`src/rtl/layer_serializer_pkg.sv`:
```
// Shared definitions for the layer serializer: default word width, the
// neuron-count to index-width helper, and the FSM state encoding.
package layer_serializer_pkg;

  localparam int NEURON_NUM_DEFAULT = 30;
  localparam int DATA_WIDTH_DEFAULT = 16;

  // Index/counter width for a layer of neuron_num words; never narrower than 1 bit.
  function automatic int idx_width(input int neuron_num);
    return (neuron_num > 2) ? $clog2(neuron_num) : 1;
  endfunction

  typedef enum logic {
    IDLE  = 1'b0,
    SHIFT = 1'b1
  } ser_state_t;

endpackage

```
`src/rtl/argmax_tracker.sv`:
```
// Running signed maximum over one serial stream; publishes index/value with a
// one-cycle strobe in the cycle after the stream's last word.
module argmax_tracker
  import layer_serializer_pkg::*;
#(
  parameter int DATA_WIDTH = DATA_WIDTH_DEFAULT,
  parameter int IDX_WIDTH  = 1
) (
  input  logic                  clk,
  input  logic                  rst_n,
  input  logic [DATA_WIDTH-1:0] data,
  input  logic                  valid,
  input  logic                  first,
  input  logic                  last,
  output logic [IDX_WIDTH-1:0]  idx,
  output logic [DATA_WIDTH-1:0] val,
  output logic                  strobe
);

  logic [IDX_WIDTH-1:0]  run_idx;
  logic [IDX_WIDTH-1:0]  elem_idx;
  logic [IDX_WIDTH-1:0]  cur_idx;
  logic [IDX_WIDTH-1:0]  win_idx;
  logic [DATA_WIDTH-1:0] run_val;
  logic [DATA_WIDTH-1:0] win_val;
  logic                  take;

  // Word 0 always seeds the maximum; afterwards only a strictly greater value
  // replaces it, so ties keep the lowest index.
  always_comb begin
    cur_idx = first ? '0 : elem_idx;
    take    = first || ($signed(data) > $signed(run_val));
    win_idx = take ? cur_idx : run_idx;
    win_val = take ? data : run_val;
  end

  always_ff @(posedge clk or negedge rst_n) begin
    if (!rst_n) begin
      run_idx  <= '0;
      run_val  <= '0;
      elem_idx <= '0;
      idx      <= '0;
      val      <= '0;
      strobe   <= 1'b0;
    end else begin
      strobe <= 1'b0;
      if (valid) begin
        run_idx  <= win_idx;
        run_val  <= win_val;
        elem_idx <= cur_idx + IDX_WIDTH'(1);
        if (last) begin
          idx    <= win_idx;
          val    <= win_val;
          strobe <= 1'b1;
        end
      end
    end
  end

endmodule

```
`src/rtl/layer_serializer.sv`:
```
// Captures a layer's parallel neuron outputs and streams them, index 0 first,
// one word per cycle. Define SER_ARGMAX_EN to add the argmax result ports.
module layer_serializer
  import layer_serializer_pkg::*;
#(
  parameter  int NEURON_NUM = NEURON_NUM_DEFAULT,
  parameter  int DATA_WIDTH = DATA_WIDTH_DEFAULT,
  localparam int IDX_WIDTH  = idx_width(NEURON_NUM)
) (
  input  logic                             clk,
  input  logic                             rst_n,
  input  logic [NEURON_NUM*DATA_WIDTH-1:0] neuron_data,
  input  logic [NEURON_NUM-1:0]            neuron_valid,
  output logic [DATA_WIDTH-1:0]            out_data,
  output logic                             out_valid,
  output logic                             out_last,
  output logic                             busy,
  output logic                             overflow,
`ifdef SER_ARGMAX_EN
  output logic                             desync,
  output logic [IDX_WIDTH-1:0]             max_idx,
  output logic [DATA_WIDTH-1:0]            max_val,
  output logic                             max_valid
`else
  output logic                             desync
`endif
);

  // Stream protocol: out_valid marks a word the consumer must take in that
  // cycle (there is no ready); out_last marks index NEURON_NUM-1.
  localparam logic [IDX_WIDTH-1:0] LAST_IDX  = IDX_WIDTH'(NEURON_NUM - 1);
  localparam int                   VEC_WIDTH = NEURON_NUM * DATA_WIDTH;

  ser_state_t           state;
  logic [IDX_WIDTH-1:0] counter;
  logic [VEC_WIDTH-1:0] shift_reg;
  logic                 all_valid;
  logic                 partial_valid;
  logic                 at_last;

  always_comb begin
    all_valid     = &neuron_valid;
    partial_valid = (|neuron_valid) && !all_valid;
    at_last       = (state == SHIFT) && (counter == LAST_IDX);
  end

  // counter is the index of the word currently on out_data; shift_reg holds
  // the words still to come, next one in the low bits.
  always_ff @(posedge clk or negedge rst_n) begin
    if (!rst_n) begin
      state     <= IDLE;
      counter   <= '0;
      shift_reg <= '0;
      out_data  <= '0;
      out_valid <= 1'b0;
      out_last  <= 1'b0;
      busy      <= 1'b0;
      overflow  <= 1'b0;
      desync    <= 1'b0;
    end else begin
      if (partial_valid) begin
        desync <= 1'b1;
      end
      if (all_valid && (state == SHIFT) && !at_last) begin
        overflow <= 1'b1;
      end

      case (state)
        IDLE: begin
          if (all_valid) begin
            state     <= SHIFT;
            counter   <= '0;
            out_data  <= neuron_data[DATA_WIDTH-1:0];
            shift_reg <= neuron_data >> DATA_WIDTH;
            out_valid <= 1'b1;
            out_last  <= 1'b0;
            busy      <= 1'b1;
          end
        end

        SHIFT: begin
          if (at_last && all_valid) begin
            // Back-to-back vector: restart without a gap in out_valid.
            state     <= SHIFT;
            counter   <= '0;
            out_data  <= neuron_data[DATA_WIDTH-1:0];
            shift_reg <= neuron_data >> DATA_WIDTH;
            out_valid <= 1'b1;
            out_last  <= 1'b0;
            busy      <= 1'b1;
          end else if (at_last) begin
            state     <= IDLE;
            counter   <= '0;
            out_data  <= '0;
            out_valid <= 1'b0;
            out_last  <= 1'b0;
            busy      <= 1'b0;
          end else begin
            counter   <= counter + IDX_WIDTH'(1);
            out_data  <= shift_reg[DATA_WIDTH-1:0];
            shift_reg <= shift_reg >> DATA_WIDTH;
            out_valid <= 1'b1;
            out_last  <= ((counter + IDX_WIDTH'(1)) == LAST_IDX);
            busy      <= 1'b1;
          end
        end

        default: begin
          state     <= IDLE;
          counter   <= '0;
          out_data  <= '0;
          out_valid <= 1'b0;
          out_last  <= 1'b0;
          busy      <= 1'b0;
        end
      endcase
    end
  end

`ifdef SER_ARGMAX_EN
  logic first_word;

  always_comb begin
    first_word = out_valid && (counter == '0);
  end

  argmax_tracker #(
    .DATA_WIDTH (DATA_WIDTH),
    .IDX_WIDTH  (IDX_WIDTH)
  ) u_argmax (
    .clk    (clk),
    .rst_n  (rst_n),
    .data   (out_data),
    .valid  (out_valid),
    .first  (first_word),
    .last   (out_last),
    .idx    (max_idx),
    .val    (max_val),
    .strobe (max_valid)
  );
`endif

endmodule

```
`config.mk`:
```
export PLATFORM = sky130hd
export DESIGN_NAME = layer_serializer
export DESIGN_NICKNAME = d
export VERILOG_FILES = /design/src/rtl/layer_serializer_pkg.sv /design/src/rtl/argmax_tracker.sv /design/src/rtl/layer_serializer.sv
export SDC_FILE = /design/constraint.sdc
export NUM_CORES = 1
export LEC_CHECK = 0
export ABC_AREA = 1
export CAP_MARGIN = 20
export CORE_MARGIN = 1
export CORE_UTILIZATION = 40
export CTS_CLUSTER_SIZE = 28
export DETAILED_ROUTE_END_ITERATION = 12
export HOLD_SLACK_MARGIN = 0.12
export PLACE_DENSITY = 0.67
export SYNTH_ARGS = -nofsm -noshare
export SYNTH_HDL_FRONTEND = slang
export SYNTH_HIERARCHICAL = 1
export SYNTH_SLANG_ARGS = --single-unit
```
`constraint.sdc`:
```
create_clock -name clk -period 1.65 [get_ports clk]
set_input_delay 0.2475 -clock clk [delete_from_list [all_inputs] [get_ports clk]]
set_output_delay 0.2475 -clock clk [all_outputs]
set_load 0.02 [all_outputs]
```
==> flow_summary.yaml, run 1 <==
yosys:
  ys_types: 31
  synth_top_area_share_pct: 44.1
  yosysMostFrequentCell: "nand2_1"
  yosys_warnings: 6
  synth_area_per_cell_sq_um: 6.71
  netlist_instances: 4144
  synthTopCellsByArea: "dfrtp_1 (44%), nand2_1 (19%), nand3_1 (8.4%), a21oi_1 (8.2%), nor2_1 (6.6%)"
  ys_ff_latch: 490
  synthesis.area_sq_mm: 0.0278
  ys_seq_area_share_pct: 44.1
  synth-edff-count: 0
  async_flop_share_pct: 100
  yosysTopAreaCell: "dfrtp_1"
  synth_nets: 4659
  ys_top_cells_by_count: "nand2_1 (1395), dfrtp_1 (490), nor2_1 (487)"
  synth_ff_type: "dfrtp_1"
critical_path:
  startpoint: "counter[1]$_DFFE_PN0P_"
  crit_fanout: 7
  path_cells: "inv_2, ha_4, nand2_4, o21ai_4, buf_12, buf_12, buf_12, clkbuf_16, buf_8, nor2_2, a21oi_1, nand2_1, nand2_1"
  reg2reg_depth: 13
  cp_slowest_cell: "dfrtp_1"
  crit_path_end_kind: "register"
  rr_endpoint: "shift_reg[409]$_DFFE_PN0P_"
  rr_startpoint: "counter[1]$_DFFE_PN0P_"
  required_ns: 2.19
  worstPathArrival_ns: 2.51
  cpPeakStageDelay_ns: 0.39
  start_kind: "register"
  rrSetupSlack_ns: -0.32
  criticalPathCategory: "reg -> reg"
  setup.worst_path.end: "shift_reg[409]$_DFFE_PN0P_"
  timing.critical_path.mode_cell: "buf_12"
die:
  die_area_sq_mm: 0.0706
  start_util_pct: 40.5
  num_io_pins: 533
  die_x_um: 266
  num_rows: 96
  coreArea_sq_mm: 0.0687
  die_h_um: 266
detailed_routing:
  drt_wl_total_um: 101000
  vias: 29300
  drtIter0Drc: 2693
  viasPerCell: 5.01
  routedWlPerCell_um: 17.2
  dr.pass1.iters: 6
  drc: 0
  ant_nets: 0
power_and_ir_drop:
  p_leak_nw: 24.1
  power.density_mw_per_mm2: 672
  power.total_mw: 29.0
  ir_drop_uv: 699
grt:
  overflow: 0
  grt_pass1_vias: 26700
  grt_pass1_wl_um: 143000
  grtUsageTotal_pct: 25.6
  grt_max_degree: 76
  antenna_found_initial: 11
clock_network:
  cts.sinks: 490
  htreeDepth: 2
  numCtsBuffers: 57
  cts_tree: "done"
  clk_path_buf_depth: 3
  path_clk_slew_ns: 0.06
  cts-root-buf: "clkbuf_16"
  clk_latency_ns: 0.62
timing:
  finalClockSkew_ns: 0.0280
  rsz0062_at_grt: "true"
  fin_setup_tns_ns: -98.18
  fmax_mhz: 507
  slew_viol_final: 0
  period_needed_ns: 1.97
  tightest_slew_ns: 0.892
  period_share_pct: 119
  setup_viol: 516
  hold_viol_final: 0
  max-slew-margin-rel_pct: 40.3
  fin_ws_ns: -0.321
min_path:
  hp-class: "in -> reg"
layout:
  drive_above_1_share_pct: 18.1
  largest_reg_flops: 464
  final_nets: 5386
  syn_to_final_growth_pct: 55.1
place:
  globalplace.congestion: 0.880
  dpl.hpwl_um: 64300
  port_buffers: 532
flow_run:
  maxCapViolCount: 0
status:
  outcome: "complete, but fails checks"
  violations: "setup timing"
worst min-delay path by stage:
stage	startpoint	end	slack (ns)	cells past startpoint
detailed placement	rst_n	shift_reg[437]$_DFFE_PN0P_	0.18	1
finish	neuron_data[10]	out_data[10]$_DFFE_PN0P_	0.19	3
floorplan	rst_n	busy$_DFFE_PN0P_	-0.05	0
global route	neuron_data[1]	out_data[1]$_DFFE_PN0P_	0.19	3
CTS	neuron_data[3]	out_data[3]$_DFFE_PN0P_	0.15	3
global placement	rst_n	shift_reg[447]$_DFFE_PN0P_	0.19	1
cells in the final DEF, fill, tap and decap left out, types with 3 or more instances in the layout:
master           netlist  layout
nor2_4                 2      17
clkbuf_8               0      18
a211oi_2               6       6
diode_2                0      11
buf_16                 0      31
clkdlybuf4s50_1        0     527
nand2_1             1395    1209
bufinv_16              0       7
a21oi_4                0       6
dfrtp_1              490     490
a21oi_2                0      88
clkbuf_1             111       8
nand4_1                3       3
inv_1                466     465
buf_8                  0      41
nand2_2                2     138
a211oi_1               7       7
o21ai_0                4       4
o22ai_1               13      13
nor3_1                 3       3
a21boi_0              16      16
nor2_2                 1      32
buf_12                 0      98
buf_6                 12      37
bufbuf_16              0       4
nor2_1               487     441
nand3_1              466     464
a21oi_1              454     360
xor2_1                 3       3
nand2_4                1      49
inv_6                  0       3
dlygate4sd3_1          0       3
clkinv_2               0       7
clkbuf_16              0     127
dlygate4sd2_1          0       3
buf_4                 33     168
stage by stage:
step	utilization, %	setup WS [ns]	instance area, sq um	hold WS [ns]	cells
2_1_floorplan	-	-0.0188	27800	-0.0481	4144
3_5_place_dp	52.1	-0.646	35800	0.183	5571
3_3_place_gp	52.1	-0.594	35800	0.185	5571
5_1_grt	62.8	-0.425	43100	0.188	5856
6_report	62.8	-0.321	43100	0.189	5860
4_1_cts	57.0	-0.282	39200	0.149	5723
worst max-delay path, delay by kind of cell, from the launching register on:
kind            cells  cell delay (ns)
simple gates        4             0.28
compound gates      2             0.30
buf+inv             6             0.82
flops               1             0.39
fa+ha+maj           1             0.13
metal layers:
layer | global-route usage (%) | vias up | wire length, um
li1 | - | 14300 | -
met4 | 7.63 | 4 | 2840
met3 | 3.22 | 172 | 5680
met5 | 0 | - | 27
met2 | 42.8 | 1039 | 49700
met1 | 34.5 | 13800 | 42800
repair_timing:
item | in CTS | in global routing
hold buffers | 3 | 0
cloned | 26 | 74
pin swaps | 8 | 129
endpoints found under the hold margin | 479 | 0
setup endpoints to repair | 507 | 516
setup buffers | 17 | 55
gates resized for setup | 108 | 499
cell families (layout without fill, tap and decap cells):
kind of cell	Yosys count	count (layout)	synth area share, %
flops	490	490	44.1
xor+xnor	3	3	0.0945
simple gates	2364	2364	34.2
compound gates	503	503	9.50
fa+ha+maj	3	3	0.135
other cells	0	11	0
buf+inv	781	1555	12.0
where the power goes:
part / internal, mW / switching [mW] / total (mW)
clock: 8.44 / 5.47 / 13.9
combinational: 1.52 / 1.11 / 2.63
sequential: 12.3 / 0.166 / 12.4
total: 22.2 / 6.74 / 29.0
final cells by class:
cell class / count / area [sq um]
Antenna cell: 11 / 27.5
Clock buffer: 85 / 1750
Clock inverter: 21 / 307
Fill cell: 5907 / 25600
Inverter: 468 / 1760
Multi-Input combinational cell: 2873 / 13600
Sequential cell: 490 / 12300
Tap cell: 931 / 1160
Timing Repair Buffer: 981 / 12300
No activity file was read; power rests on OpenSTA's default activity.
==> run 2: changes to the inputs <==
--- a/config.mk
+++ b/config.mk
@@ -7,12 +7,11 @@
 export LEC_CHECK = 0
 export ABC_AREA = 1
 export CAP_MARGIN = 20
-export CORE_MARGIN = 1
+export CORE_MARGIN = 10
 export CORE_UTILIZATION = 40
 export CTS_CLUSTER_SIZE = 28
 export DETAILED_ROUTE_END_ITERATION = 12
 export HOLD_SLACK_MARGIN = 0.12
-export PLACE_DENSITY = 0.67
 export SYNTH_ARGS = -nofsm -noshare
 export SYNTH_HDL_FRONTEND = slang
 export SYNTH_HIERARCHICAL = 1
==> constraint.sdc (replaced) <==
create_clock -name clk -period 1.93 [get_ports clk]
set_input_delay 0.2895 -clock clk [delete_from_list [all_inputs] [get_ports clk]]
set_output_delay 0.2895 -clock clk [all_outputs]
set_load 0.02 [all_outputs]
==> flow_summary.yaml, run 2 (synthesized netlist as in run 1, its figures left out) <==
status:
  outcome: "complete, but fails checks"
  violations: "setup timing"
critical_path:
  rr_endpoint: "shift_reg[57]$_DFFE_PN0P_"
  rr_startpoint: "counter[1]$_DFFE_PN0P_"
  rrSetupSlack_ns: -0.03
  reg2reg_depth: 12
  crit_path_end_kind: "register"
  crit_fanout: 41
  worstPathArrival_ns: 2.46
  start_kind: "register"
  required_ns: 2.44
  criticalPathCategory: "reg -> reg"
clock_network:
  htreeDepth: 2
  cts.sinks: 490
  numCtsBuffers: 57
  cts_tree: "done"
  clk_path_buf_depth: 3
  cts-root-buf: "clkbuf_16"
  clk_latency_ns: 0.63
  path_clk_slew_ns: 0.06
grt:
  grtUsageTotal_pct: 22.4
  grt_max_degree: 76
  grt_pass1_vias: 26700
  overflow: 0
  grt_pass1_wl_um: 147000
  antenna_found_initial: 8
timing:
  finalClockSkew_ns: 0.0229
  fin_ws_ns: -0.0281
  tightest_slew_ns: 0.481
  period_needed_ns: 1.96
  setup_viol: 9
  rsz0062_at_grt: "true"
  period_share_pct: 101
  max-slew-margin-rel_pct: 67.9
  hold_viol_final: 0
  fmax_mhz: 511
  fin_setup_tns_ns: -0.103
  slew_viol_final: 0
power_and_ir_drop:
  ir_drop_uv: 689
  power.density_mw_per_mm2: 623
  p_leak_nw: 22.3
flow_run:
  maxCapViolCount: 0
die:
  die_area_sq_mm: 0.0805
  die_h_um: 284
  num_rows: 96
  num_io_pins: 533
  coreArea_sq_mm: 0.0687
  start_util_pct: 40.5
  die_x_um: 284
detailed_routing:
  vias: 27600
  routedWlPerCell_um: 17.1
  viasPerCell: 4.84
  drt_wl_total_um: 97800
  dr.pass1.iters: 5
  ant_nets: 0
  drc: 0
  drtIter0Drc: 2106
layout:
  nFillCells: 6620
  drive_above_1_share_pct: 9.38
  final_cell_mix: "nand2_1 (1383), clkdlybuf4s50_1 (523), dfrtp_1 (490), nor2_1 (484), nand3_1 (466)"
  mostFrequentLayoutCell: "nand2_1"
  final_nets: 5233
  fin_util_pct: 56.4
  largest_reg_flops: 464
  syn_to_final_growth_pct: 39.4
place:
  port_buffers: 532
  dpl.hpwl_um: 69600
  globalplace.congestion: 0.885
min_path:
  hp-class: "in -> async"
run 2: cell count changes in the layout (fill, tap and decap cells not counted), moves of 19 or more:
cell	previous run	this run
nand2_2	138	12
buf_12	98	64
a21oi_2	88	25
buf_6	37	18
nor2_2	32	3
clkbuf_16	127	82
a21oi_1	360	429
nor2_1	441	484
buf_8	41	8
nand2_4	49	1
nand2_1	1209	1383
run 2: where the power goes:
part           switching [mW]  internal (mW)
clock network            4.64           6.77
logic                   0.875           1.24
registers               0.136           10.5
total                    5.65           18.5
run 2: worst max-delay path by stage:
stage / startpoint / end / slack (ns) / depth (start not counted)
after floorplan: counter[1]$_DFFE_PN0P_ / shift_reg[402]$_DFFE_PN0P_ / 0.26 / 11
after global placement: neuron_valid[3] / shift_reg[318]$_DFFE_PN0P_ / -0.51 / 12
after detailed placement: neuron_valid[3] / shift_reg[25]$_DFFE_PN0P_ / -0.53 / 12
after CTS: counter[1]$_DFFE_PN0P_ / shift_reg[318]$_DFFE_PN0P_ / -0.008 / 11
after global routing: counter[1]$_DFFE_PN0P_ / shift_reg[252]$_DFFE_PN0P_ / -0.14 / 12
final: counter[1]$_DFFE_PN0P_ / shift_reg[57]$_DFFE_PN0P_ / -0.03 / 12
run 2: layout make-up:
class	count	area, sq um	area share [%]
multi-input cells	2874	12400	32.1
flip-flops and latches	490	12300	31.6
repair buffers	827	9190	23.7
inverters	468	1760	4.53
clock buffers	85	1710	4.42
well taps	931	1160	3.00
clock inverters	19	235	0.607
diodes	7	17.5	0.0452
run 2: what timing repair did:
action,CTS,global route
gates resized for setup,19,99
cloned,1,26
pin swaps,0,7
hold endpoints to repair,458,0
setup endpoints to repair,59,400
setup buffers,1,24
hold buffers,1,0
run 2: metrics by stage:
stage / total power [mW] / cell area, sq um / cells / setup slack, ns / hold WS [ns]
2_1_floorplan: 11.4 / 27800 / 4144 / 0.258 / -0.00609
3_3_place_gp: 12.9 / 35500 / 5537 / -0.512 / 0.259
3_5_place_dp: 12.9 / 35500 / 5537 / -0.525 / 0.246
4_1_cts: 24.4 / 37500 / 5644 / -0.00833 / 0.162
5_1_grt: 25.0 / 38800 / 5699 / -0.137 / 0.180
6_report: 24.2 / 38800 / 5701 / -0.0281 / 0.172
run 2: worst max-delay path: stages (launching register included):
cell,delay [ns]
dfrtp_1,0.39
inv_2,0.08
ha_4,0.13
nand2_4,0.05
buf_6,0.12
nor2_4,0.12
nand3_4,0.12
nand2_8,0.19
buf_6,0.14
buf_16,0.18
nand2_1,0.11
nand2_1,0.11
nand2_1,0.06
run 2: metal layers:
| layer | vias up | GRT usage (%) | part of all wire, % |
|---|---|---|---|
| met1 | 12800 | 29.1 | 44 |
| met5 | - | 0 | 0.043 |
| met3 | 133 | 3.95 | 5.3 |
| met4 | 6 | 6.72 | 2.5 |
| met2 | 693 | 37.5 | 48 |
| li1 | 14000 | - | - |
